`src/rtl/pc_sequencer.sv`:
```
// pc_sequencer: multicycle fetch / PC controller for the sequential core.
// Owns the PC and walks each instruction through FETCH -> EXEC -> PC update,
// one instruction in flight. All outputs come straight from registers.
module pc_sequencer #(
   parameter int unsigned     XLEN         = 64,
   parameter logic [XLEN-1:0] RESET_VECTOR = '0,
   parameter int unsigned     ACK_TIMEOUT  = 15
) (
   input  logic            clk,
   input  logic            rst_n,
   output logic            imem_req_o,
   output logic [XLEN-1:0] imem_addr_o,
   input  logic            imem_ack_i,
   input  logic [31:0]     imem_rdata_i,
   output logic            instr_valid_o,
   output logic [31:0]     instr_o,
   output logic [XLEN-1:0] instr_pc_o,
   input  logic            exec_done_i,
   input  logic            branch_taken_i,
   input  logic [XLEN-1:0] branch_immd_i,
   input  logic            stall_i,
   output logic            fetch_fault_o
);

   typedef enum logic [2:0] {
      ST_BOOT  = 3'd0,
      ST_FETCH = 3'd1,
      ST_EXEC  = 3'd2,
      ST_HOLD  = 3'd3,
      ST_HALT  = 3'd4
   } state_e;

   // Last no-ack FETCH cycle count before the request is declared dead.
   localparam logic [7:0]      TIMEOUT_LAST = 8'(ACK_TIMEOUT - 32'd1);
   localparam logic [XLEN-1:0] PC_STEP      = XLEN'(3'd4);

   state_e            state_q;
   logic [XLEN-1:0]   pc_q;
   logic [7:0]        cnt_q;
   logic              imem_req_q;
   logic [XLEN-1:0]   imem_addr_q;
   logic              instr_valid_q;
   logic [31:0]       instr_q;
   logic [XLEN-1:0]   instr_pc_q;
   logic              fetch_fault_q;

   logic [XLEN-1:0]   nxt_pc_d;
   logic              misaligned_d;

   // Next-address datapath: PC+4 or PC+immd (wraps modulo 2^XLEN), plus alignment check.
   always_comb begin
      nxt_pc_d     = pc_q + PC_STEP;
      misaligned_d = 1'b0;
      if (branch_taken_i) begin
         nxt_pc_d = pc_q + branch_immd_i;
      end else begin
         nxt_pc_d = pc_q + PC_STEP;
      end
      misaligned_d = |nxt_pc_d[1:0];
   end

   // Sequencer FSM with registered outputs; HALT is sticky until rst_n.
   always_ff @(posedge clk or negedge rst_n) begin
      if (!rst_n) begin
         state_q       <= ST_BOOT;
         pc_q          <= RESET_VECTOR;
         cnt_q         <= 8'd0;
         imem_req_q    <= 1'b0;
         imem_addr_q   <= '0;
         instr_valid_q <= 1'b0;
         instr_q       <= 32'd0;
         instr_pc_q    <= '0;
         fetch_fault_q <= 1'b0;
      end else begin
         case (state_q)
            ST_BOOT: begin
               if (stall_i) begin
                  state_q <= ST_HOLD;
               end else begin
                  state_q     <= ST_FETCH;
                  imem_req_q  <= 1'b1;
                  imem_addr_q <= pc_q;
               end
            end
            ST_FETCH: begin
               if (imem_ack_i) begin
                  // An ack on the timeout cycle still wins.
                  state_q       <= ST_EXEC;
                  instr_q       <= imem_rdata_i;
                  instr_pc_q    <= pc_q;
                  cnt_q         <= 8'd0;
                  imem_req_q    <= 1'b0;
                  imem_addr_q   <= '0;
                  instr_valid_q <= 1'b1;
               end else if (cnt_q == TIMEOUT_LAST) begin
                  state_q       <= ST_HALT;
                  cnt_q         <= 8'd0;
                  imem_req_q    <= 1'b0;
                  imem_addr_q   <= '0;
                  instr_q       <= 32'd0;
                  instr_pc_q    <= '0;
                  fetch_fault_q <= 1'b1;
               end else begin
                  cnt_q <= cnt_q + 8'd1;
               end
            end
            ST_EXEC: begin
               if (exec_done_i) begin
                  instr_valid_q <= 1'b0;
                  if (misaligned_d) begin
                     // PC is left at the faulting instruction for post-mortem.
                     state_q       <= ST_HALT;
                     instr_q       <= 32'd0;
                     instr_pc_q    <= '0;
                     fetch_fault_q <= 1'b1;
                  end else if (stall_i) begin
                     state_q <= ST_HOLD;
                     pc_q    <= nxt_pc_d;
                  end else begin
                     state_q     <= ST_FETCH;
                     pc_q        <= nxt_pc_d;
                     imem_req_q  <= 1'b1;
                     imem_addr_q <= nxt_pc_d;
                  end
               end else begin
                  instr_valid_q <= 1'b1;
               end
            end
            ST_HOLD: begin
               if (!stall_i) begin
                  state_q     <= ST_FETCH;
                  imem_req_q  <= 1'b1;
                  imem_addr_q <= pc_q;
               end else begin
                  state_q <= ST_HOLD;
               end
            end
            ST_HALT: begin
               state_q       <= ST_HALT;
               imem_req_q    <= 1'b0;
               imem_addr_q   <= '0;
               instr_valid_q <= 1'b0;
               instr_q       <= 32'd0;
               instr_pc_q    <= '0;
               fetch_fault_q <= 1'b1;
            end
            default: begin
               // Corrupted state encoding: stop the core safely.
               state_q       <= ST_HALT;
               imem_req_q    <= 1'b0;
               imem_addr_q   <= '0;
               instr_valid_q <= 1'b0;
               fetch_fault_q <= 1'b1;
            end
         endcase
      end
   end

   assign imem_req_o    = imem_req_q;
   assign imem_addr_o   = imem_addr_q;
   assign instr_valid_o = instr_valid_q;
   assign instr_o       = instr_q;
   assign instr_pc_o    = instr_pc_q;
   assign fetch_fault_o = fetch_fault_q;

endmodule

```
`config.mk`:
```
export PLATFORM = sky130hd
export DESIGN_NAME = pc_sequencer
export DESIGN_NICKNAME = d
export VERILOG_FILES = /design/src/rtl/pc_sequencer.sv
export SDC_FILE = /design/constraint.sdc
export NUM_CORES = 1
export LEC_CHECK = 0
export CORE_MARGIN = 2
export CORE_UTILIZATION = 54
export DETAILED_ROUTE_END_ITERATION = 16
export PLACE_DENSITY = 0.83
export SYNTH_ARGS = -nofsm -noshare
export SYNTH_HDL_FRONTEND = slang
export SYNTH_SLANG_ARGS = --single-unit
```
`constraint.sdc`:
```
create_clock -name clk -period 3.7 [get_ports clk]
set_input_delay 0.74 -clock clk [delete_from_list [all_inputs] [get_ports clk]]
set_output_delay 0.74 -clock clk [all_outputs]
set_load 0.05 [all_outputs]
```
# [Yosys cells after proc, flatten, opt, wreduce, memory -nomap -nowiden]
# Cells that the tools add are included.
[totals] reg_bits=238 out_inout_bits=163
[op_classes] add_sub_neg=3 n_eq_ne=14 muxes=39 bitwise=2 n_reduce_logical=11
[op_table] op="64-bit 2-to-1 mux" count=10
[op_table] op="64-bit one-hot mux with 3 select lines" count=2
[op_table] op="32-bit 2-to-1 mux" count=4
[op_table] op="32-bit one-hot mux with 3 select lines" count=1
[op_table] op="64-bit by 3-bit adder with 64-bit output, second input constant" count=1
[op_table] op="64-bit adder" count=1
[op_table] op="8-bit 2-to-1 mux" count=2
[op_table] op="2-bit != test, second input constant" count=8
[op_table] op="3-bit 2-to-1 mux" count=4
[op_table] op="1-bit 2-to-1 mux" count=11
[op_table] op="5-bit AND reduction" count=2
[op_table] op="1-bit one-hot mux with 3 select lines" count=3
[op_table] op="3-bit one-hot mux with 3 select lines" count=1
[op_table] op="8-bit by 1-bit adder with 8-bit output, second input constant" count=1
[op_table] op="8-bit by 4-bit == test with 1-bit output, second input constant" count=1
[op_table] op="3-bit by 2-bit == test with 1-bit output, second input constant" count=2
[op_table] op="3-bit AND reduction" count=2
[op_table] op="2-bit AND reduction" count=2
[op_table] op="4-bit AND reduction" count=1
[op_table] op="2-bit OR reduction" count=2
[op_table] op="3-bit by 1-bit == test with 1-bit output, second input constant" count=1
[op_table] op="3-bit == test, second input constant" count=1
[op_table] op="3-bit zero test" count=1
[op_table] op="3-bit != test, second input constant" count=1
[op_table] op="other kinds (3)" count=4

# [Logic depth before layout (Yosys ltp)]
# Gate-level depths: netlist (run 1).
[logic_depth] word_depth=6 ltp_mapped=12 mapped_depth_nobuf=12

# [Worst setup path before layout (run 1)]
# Ideal clock, no wire load.
[synth_timing] path_type="input to register" startpoint="in branch_immd_i[0]" endpoint="reg pc_q[54]" setup_ns=0.065 t_arrival_ns=3.685 slack_ns=-0.050 stages=12 path_buffers=0 cell_sequence="ha_1 -> fa_1 -> a21oi_1 -> o211ai_1 -> a2111oi_4 -> o32ai_2 -> o31ai_4 -> o41ai_4 -> a211oi_2 -> o32ai_1 -> a311oi_1 -> mux2_2"
[synth_between] elab_chain_len=5
[synth_lines] element="start, declared" line_no="20" text="input logic [XLEN-1:0] branch_immd_i,"
[synth_lines] element="64-bit adder *" line_no="55" text="nxt_pc_d = pc_q + branch_immd_i;"
[synth_lines] element="64-bit 2-to-1 mux *" line_no="54" text="if (branch_taken_i) begin"
[synth_lines] element="2-bit OR reduction" line_no="59" text="misaligned_d = |nxt_pc_d[1:0];"
[synth_lines] element="1-bit inverter (no source line)"
[synth_lines] element="3-bit AND reduction (no source line)"
[synth_lines] element="end signal, assigned" line_no="118" text="pc_q <= nxt_pc_d;"
[synth_lines] element="end signal, assigned" line_no="121" text="pc_q <= nxt_pc_d;"
[synth_lines] element="end, declared" line_no="38" text="logic [XLEN-1:0] pc_q;"
# Mark *: on every way between the ends. The rest lies on a longest branch, timed or not.
# A chain may end at the register's enable or synchronous reset.

# [Worst setup path after layout (run 1)]
[layout_timing] startpoint="in branch_immd_i[4]" endpoint="reg pc_q[61]"
[layout_between] elab_chain_len=2
[layout_lines] element="64-bit adder" line_no="55"
[layout_lines] element="64-bit 2-to-1 mux" line_no="54"
# No other way between the ends.

==> results of run 1 <==
-- state kept, by name, indices dropped and copies added, names as in the netlist --
register / cells
cnt_q: 8
fetch_fault_o: 1
imem_addr_o: 64
imem_req_o: 1
instr_o: 32
instr_pc_o: 64
instr_valid_o: 1
pc_q: 64
state_q: 3
-- cell families after synthesis --
group                    synth area share [%]
buffers and inverters                    3.84
AND/OR/NAND/NOR                          19.3
multiplexers                            0.430
AO/OA/AOI/OAI                            25.1
flip-flops                               39.4
XOR/XNOR                                 6.37
adder cells (fa/ha/maj)                  5.59
-- stage by stage --
step	setup slack (ps)	std cells	TNS (ps)	instance area [um^2]	hold slack (ps)
floorplan	39.7	1865	0	15100	444
global placement	-600	2594	-22140	19500	461
detailed placement	-694	2594	-28090	19500	469
CTS	27.8	2648	0	20500	189
global route	-2.95	2648	-2.95	20600	196
finish	98.8	2649	0	20600	150
-- critical path: stages --
cell	delay (ps)
clkdlybuf4s50_1	410
ha_1	370
o211ai_1	170
o21ai_1	260
a21oi_1	150
o31ai_1	620
a21oi_1	210
a211o_1	360
and3_1	250
nor2_1	160
mux2i_1	200
o221a_2	190
-- worst max-delay path by stage --
stage                          start                   end  slack, ps  depth (start not counted)
floorplan           branch_immd_i[0]  pc_q[54]$_DFFE_PN0P_         40                         12
global placement    branch_immd_i[0]  pc_q[54]$_DFFE_PN0P_       -600                         14
detailed placement  branch_immd_i[0]  pc_q[54]$_DFFE_PN0P_       -690                         14
CTS                 branch_immd_i[1]  pc_q[54]$_DFFE_PN0P_         30                         13
global route        branch_immd_i[4]  pc_q[54]$_DFFE_PN0P_         -3                         13
finish              branch_immd_i[4]  pc_q[61]$_DFFE_PN0P_        100                         12
-- routing by layer --
layer	up-vias	routed length [um]	global-route usage (%)
met5	-	0	0
met4	0	1960	12.9
met3	141	3670	5.55
met2	693	24300	57.9
met1	7471	21100	43.6
li1	7373	-	-
-- cell usage in the layout, fill, tap and decap left out, drive strengths merged, types with 42 or more instances in the layout --
| master | instances |
|---|---|
| o21ai | 270 |
| nand4 | 42 |
| clkdlybuf4s50 | 261 |
| xor2 | 57 |
| nand2 | 369 |
| buf | 221 |
| nor2 | 111 |
| dfrtp | 238 |
| ha | 66 |
| xnor2 | 53 |
| a21oi | 150 |
| a21o | 51 |
-- where the power goes --
part | internal [uW] | switching (uW) | total, uW | leakage, uW
clock | 1720 | 1110 | 2830 | 0.000450
combinational | 2670 | 4290 | 6950 | 0.00533
sequential | 3110 | 583 | 3690 | 0.00324
total | 7500 | 5980 | 13500 | 0.00902
-- layout make-up --
type | count | area (um^2)
Multi-Input combinational cell | 1475 | 8700
Fill cell | 2088 | 7130
Sequential cell | 238 | 5960
Timing Repair Buffer | 483 | 4410
Clock buffer | 33 | 717
Tap cell | 378 | 473
Clock inverter | 14 | 214
Inverter | 27 | 101
Antenna cell | 1 | 2.50
-- cell usage after synthesis, types with 5 or more instances --
master    number  share of area (%)
nand2_1      369                9.2
o21ai_0      250                8.3
dfrtp_1      238                 39
a21oi_1      149                4.9
clkbuf_1     114                2.8
nor2_1       111                2.8
ha_1          66                5.5
xor2_1        57                3.3
xnor2_1       53                3.1
a21o_1        51                2.5
nand4_1       42                1.7
a22oi_1       41                2.0
nand3_1       40                1.3
inv_1         27               0.67
and3_1        22               0.91
o21ai_1       20               0.66
nor3_1        19               0.63
o21bai_1      19               0.94
or3_1         12               0.50
nor2b_1       10               0.41
a31oi_1        9               0.37
and2_1         9               0.37
o221ai_1       9               0.52
o31ai_1        9               0.45
buf_2          8               0.26
a211oi_1       7               0.35
and4_1         6               0.35
nand2b_1       6               0.25
o211ai_1       6               0.30
o21a_1         6               0.30
or2_2          6               0.25
a222oi_1       5               0.33
-- what timing repair did --
| item | in CTS | in global routing |
|---|---|---|
| setup buffers | 7 | 0 |
| resized for setup | 6 | 11 |
| hold buffers | 0 | 0 |
| endpoints found under the setup margin | 15 | 17 |
| pin swaps | 10 | 4 |
==> metrics, run 1 <==
status=finished clean; DRC Markers=0; syn nets=2034; Max Cap Viol=0; antenna-violating nets left=0; RSZ-0062 raised after global routing=true; Register-to-Register Path Depth=13; Syn Inst Count=1865; maximum clock rate=278 MHz; Hold Crit Class=in2async; Post-synth EDFFs=0; fin crit period=3600 ps; CP endpoint kind=flop; final core occ=74.3%; total power draw=13500 uW; Max IR drop VDD=0.000600 V; largest net degree at the start of global routing=76; CTS clk-pin slew, worst paths=60 ps; post-synth cell types=just under 70; # H-tree levels=1; crit path kind=in2reg; DR pass1 iterations=6; CTS Root Cell=clkbuf_16; share of post-route cells with drive strength above 1=13.6%; Initial Util=54.6%; Layout area overhead=36.0%; core area=27700 um^2; reg2reg start=pc_q[0]$_DFFE_PN0P_; GPL Wtd Cong=0.966; R2R setup slack=180 ps; CTS tree=built; Die Ht=171 um; async set or reset register ratio after synthesis=100%; PortBufs=264; Slew HR=43.8%; Final Skew=8.55 ps; Worst setup SP type=input port; gr usage total=34.0%; synthesized area per cell=8.11 um^2; Synth Register Bits=238; vias=15700; Yosys warning count=0; crit path DAT=a little over 4000 ps; CTS sink cnt=between 200 and 250; fin. max-slew vios=0; gr ovfl total=0; DR vias/cell=5.92; WL final=51000 um; CTS Buf Count=26; Avg WL per Cell=19.3 um; Die ar.=29400 um^2; insertion delay to the later sink of the worst-skew pair=~540 ps; Top FF cell, synth=dfrtp_1; number of placement rows=61; Final Cycle Share=97.3%; Seq/Total Area, Yosys=39.4%; Pwr Density=655 nW/um^2; # IOs=between 200 and 300; Final Hold Fails=0; CP required=around 4200 ps; mapped cell area=15100 um^2; CP Max Fanout=4; DR iter-0 viols=1137; setup violators final=0; nets=2420; Final HPWL DP=37900 um; clock buffer depth=3; antenna violations before repair=1; FF-to-FF End=pc_q[54]$_DFFE_PN0P_; global-route wire length before repair=79600 um; Slew @ Worst Pin=840 ps; LEAKAGE=0.00902 uW; vias in the first global route=about 15000; die extent in x=between 150 and 200 um
Note: power is estimated with default switching activity, not from simulation.
==> inputs of run 2 (changes only) <==
--- a/config.mk
+++ b/config.mk
@@ -6,9 +6,10 @@
 export NUM_CORES = 1
 export LEC_CHECK = 0
 export CORE_MARGIN = 2
-export CORE_UTILIZATION = 54
+export CORE_UTILIZATION = 60
 export DETAILED_ROUTE_END_ITERATION = 16
-export PLACE_DENSITY = 0.83
+export DONT_BUFFER_PORTS = 1
+export PLACE_DENSITY = 0.78
 export SYNTH_ARGS = -nofsm -noshare
 export SYNTH_HDL_FRONTEND = slang
 export SYNTH_SLANG_ARGS = --single-unit
==> run 2 against run 1 <==
Net effect:
- the run now ends with negative hold slack left
- non-clock buffer count is 387 lower
- largest cell class unchanged
- clock power is 7.4% lower
- register-to-register slack worse by 120 ps
- critical path type is now reg2reg
- via count is 10% lower
==> metrics, run 2 (same netlist as run 1, synthesis figures left out) <==
die extent in x=163 um; vias=14100; fin. max-slew vios=0; FF/Latch Area=a little under 6000 um^2; DR iter-0 viols=1456; Layout area overhead=11.0%; Max Cap Viol=0; Max IR drop VDD=0.000576 V; setup violators final=0; vias in the first global route=13400; gr usage total=about 34%; CTS sink cnt=238; # IOs=between 200 and 300; core area=25000 um^2; Avg WL per Cell=20.6 um; Buf+Inv Stages, Crit Path=1; Hold Crit Class=in2async; Critical-path top delay cell=a2111oi_4; Final HPWL DP=32900 um; DRC Markers=0; CTS tree=built; largest net degree at the start of global routing=around 240; Final Skew=~11 ps; R2R setup slack=60 ps; CTS Buf Count=25; Top delay family on crit path=compound AO/OA/AOI/OAI gates; Worst setup SP type=flop; most common cell after layout, fill and taps aside=nand2_1; fin crit period=around 3600 ps; slowest stage delay, CP=530 ps; Slew @ Worst Pin=758 ps; share of post-route cells with drive strength above 1=9.35%; failing checks=negative hold slack; setup TNS=0 ps; clock buffer depth=3; RSZ-0062 raised after global routing=true; antenna violations before repair=0; CP required=4180 ps; Final Cycle Share=a little over nine tenths; WL final=45600 um; FF-to-FF End=pc_q[54]$_DFFE_PN0P_; maximum clock rate=275 MHz; number of placement rows=58; Die ar.=about 27000 um^2; insertion delay to the later sink of the worst-skew pair=~540 ps; crit path kind=reg2reg; Slew HR=49.5%; pre-CTS worst setup slack=-175 ps; DR vias/cell=6.37; CP Max Fanout=6; reg2reg start=pc_q[0]$_DFFE_PN0P_; area of the multi-input gates=8680 um^2; crit path DAT=4120 ps; nets=2032; GPL Wtd Cong=1.01; worst hold slack=-98.2 ps; global-route wire length before repair=71700 um; # H-tree levels=1; Register-to-Register Path Depth=13; Final Hold Fails=97; FILL cells=2095; antenna-violating nets left=0; CTS Root Cell=clkbuf_16; CP endpoint kind=flop; DR pass1 iterations=5; LEAKAGE=about 0.0074 uW; Pwr Density=710 nW/um^2; highest-count cells in the layout ignoring fill and taps=367 x nand2_1, 250 x o21ai_0, 238 x dfrtp_1, 147 x a21oi_1, 109 x nor2_1; CTS clk-pin slew, worst paths=70 ps; Initial Util=60.6%; Die Ht=163 um; ant diodes=0; setup slack after layout=62.4 ps; gr ovfl total=0; CP Cell Sequence=ha_2, fa_2, a21oi_2, o211ai_1, a2111oi_4, o32ai_4, o31ai_4, o41ai_4, a211oi_2, buf_4, o32ai_2, a311oi_2, mux2_4; PortBufs=0; status=complete, but fails checks
-- run 2: changes by cell type in the layout (fill, tap and decap cells not counted), sizes merged --
cell	change
buf	-125
bufinv	-2
clkdlybuf4s50	-261
diode	-1
dlygate4sd2	-1
inv	+1
-- run 2: metrics by stage --
| stage | hold slack, ps | power (uW) | util, % | std cells | cell area, um^2 |
|---|---|---|---|---|---|
| after floorplan | 444 | 7780 | - | 1865 | 15100 |
| after global placement | 452 | 9070 | 63.4 | 2158 | 15800 |
| after detailed placement | 451 | 9190 | 63.4 | 2158 | 15800 |
| after CTS | -109 | 11800 | 66.8 | 2204 | 16700 |
| after global routing | -122 | 12600 | 67.3 | 2212 | 16800 |
| final | -98.2 | 11900 | 67.3 | 2212 | 16800 |
-- run 2: what timing repair did --
item,CTS,global route
endpoints found under the hold margin,238,238
buffers inserted,0,8
resized for setup,0,11
setup endpoints to repair,0,14
-- run 2: worst max path at each step --
| stage | depth (start not counted) | start | slack (ps) | endpoint |
|---|---|---|---|---|
| after floorplan | 12 | branch_immd_i[0] | 40 | pc_q[54]$_DFFE_PN0P_ |
| after global placement | 13 | branch_immd_i[0] | -100 | pc_q[36]$_DFFE_PN0P_ |
| after detailed placement | 13 | branch_immd_i[0] | -180 | pc_q[50]$_DFFE_PN0P_ |
| after CTS | 13 | pc_q[0]$_DFFE_PN0P_ | 100 | pc_q[50]$_DFFE_PN0P_ |
| after global routing | 13 | pc_q[0]$_DFFE_PN0P_ | -60 | pc_q[54]$_DFFE_PN0P_ |
| final | 13 | pc_q[0]$_DFFE_PN0P_ | 60 | pc_q[54]$_DFFE_PN0P_ |
-- run 2: cell type report --
type,instances,share of cell area (%)
flip-flops and latches,238,35.5
well taps,330,2.46
clock buffers,33,4.14
clock inverters,13,0.924
repair buffers,96,4.76
inverters,27,0.603
multi-input cells,1475,51.7
-- run 2: routing by layer --
layer  routed length (um)  up-vias  global-route usage [%]  part of all wire (%)
met5                    0        -                       0                     0
met4                 1710        0                    12.0                   3.7
met3                 4510      121                    8.40                   9.9
met2                20700      633                    54.3                    45
met1                18800     6727                    44.1                    41
li1                     -     6601                       -                     -
-- run 2: worst register-to-register path: cells and delay by family (launching register included) --
kind	cells	cell delay, ps
buffers and inverters	1	200
adders and majority gates	2	560
AOI/OAI and AO/OA	9	2200
muxes	1	210
DFF	1	420
-- run 2: where the power goes --
| group | switching (uW) | internal [uW] |
|---|---|---|
| logic | 2840 | 1730 |
| registers | 1650 | 3090 |
| clock network | 1090 | 1540 |
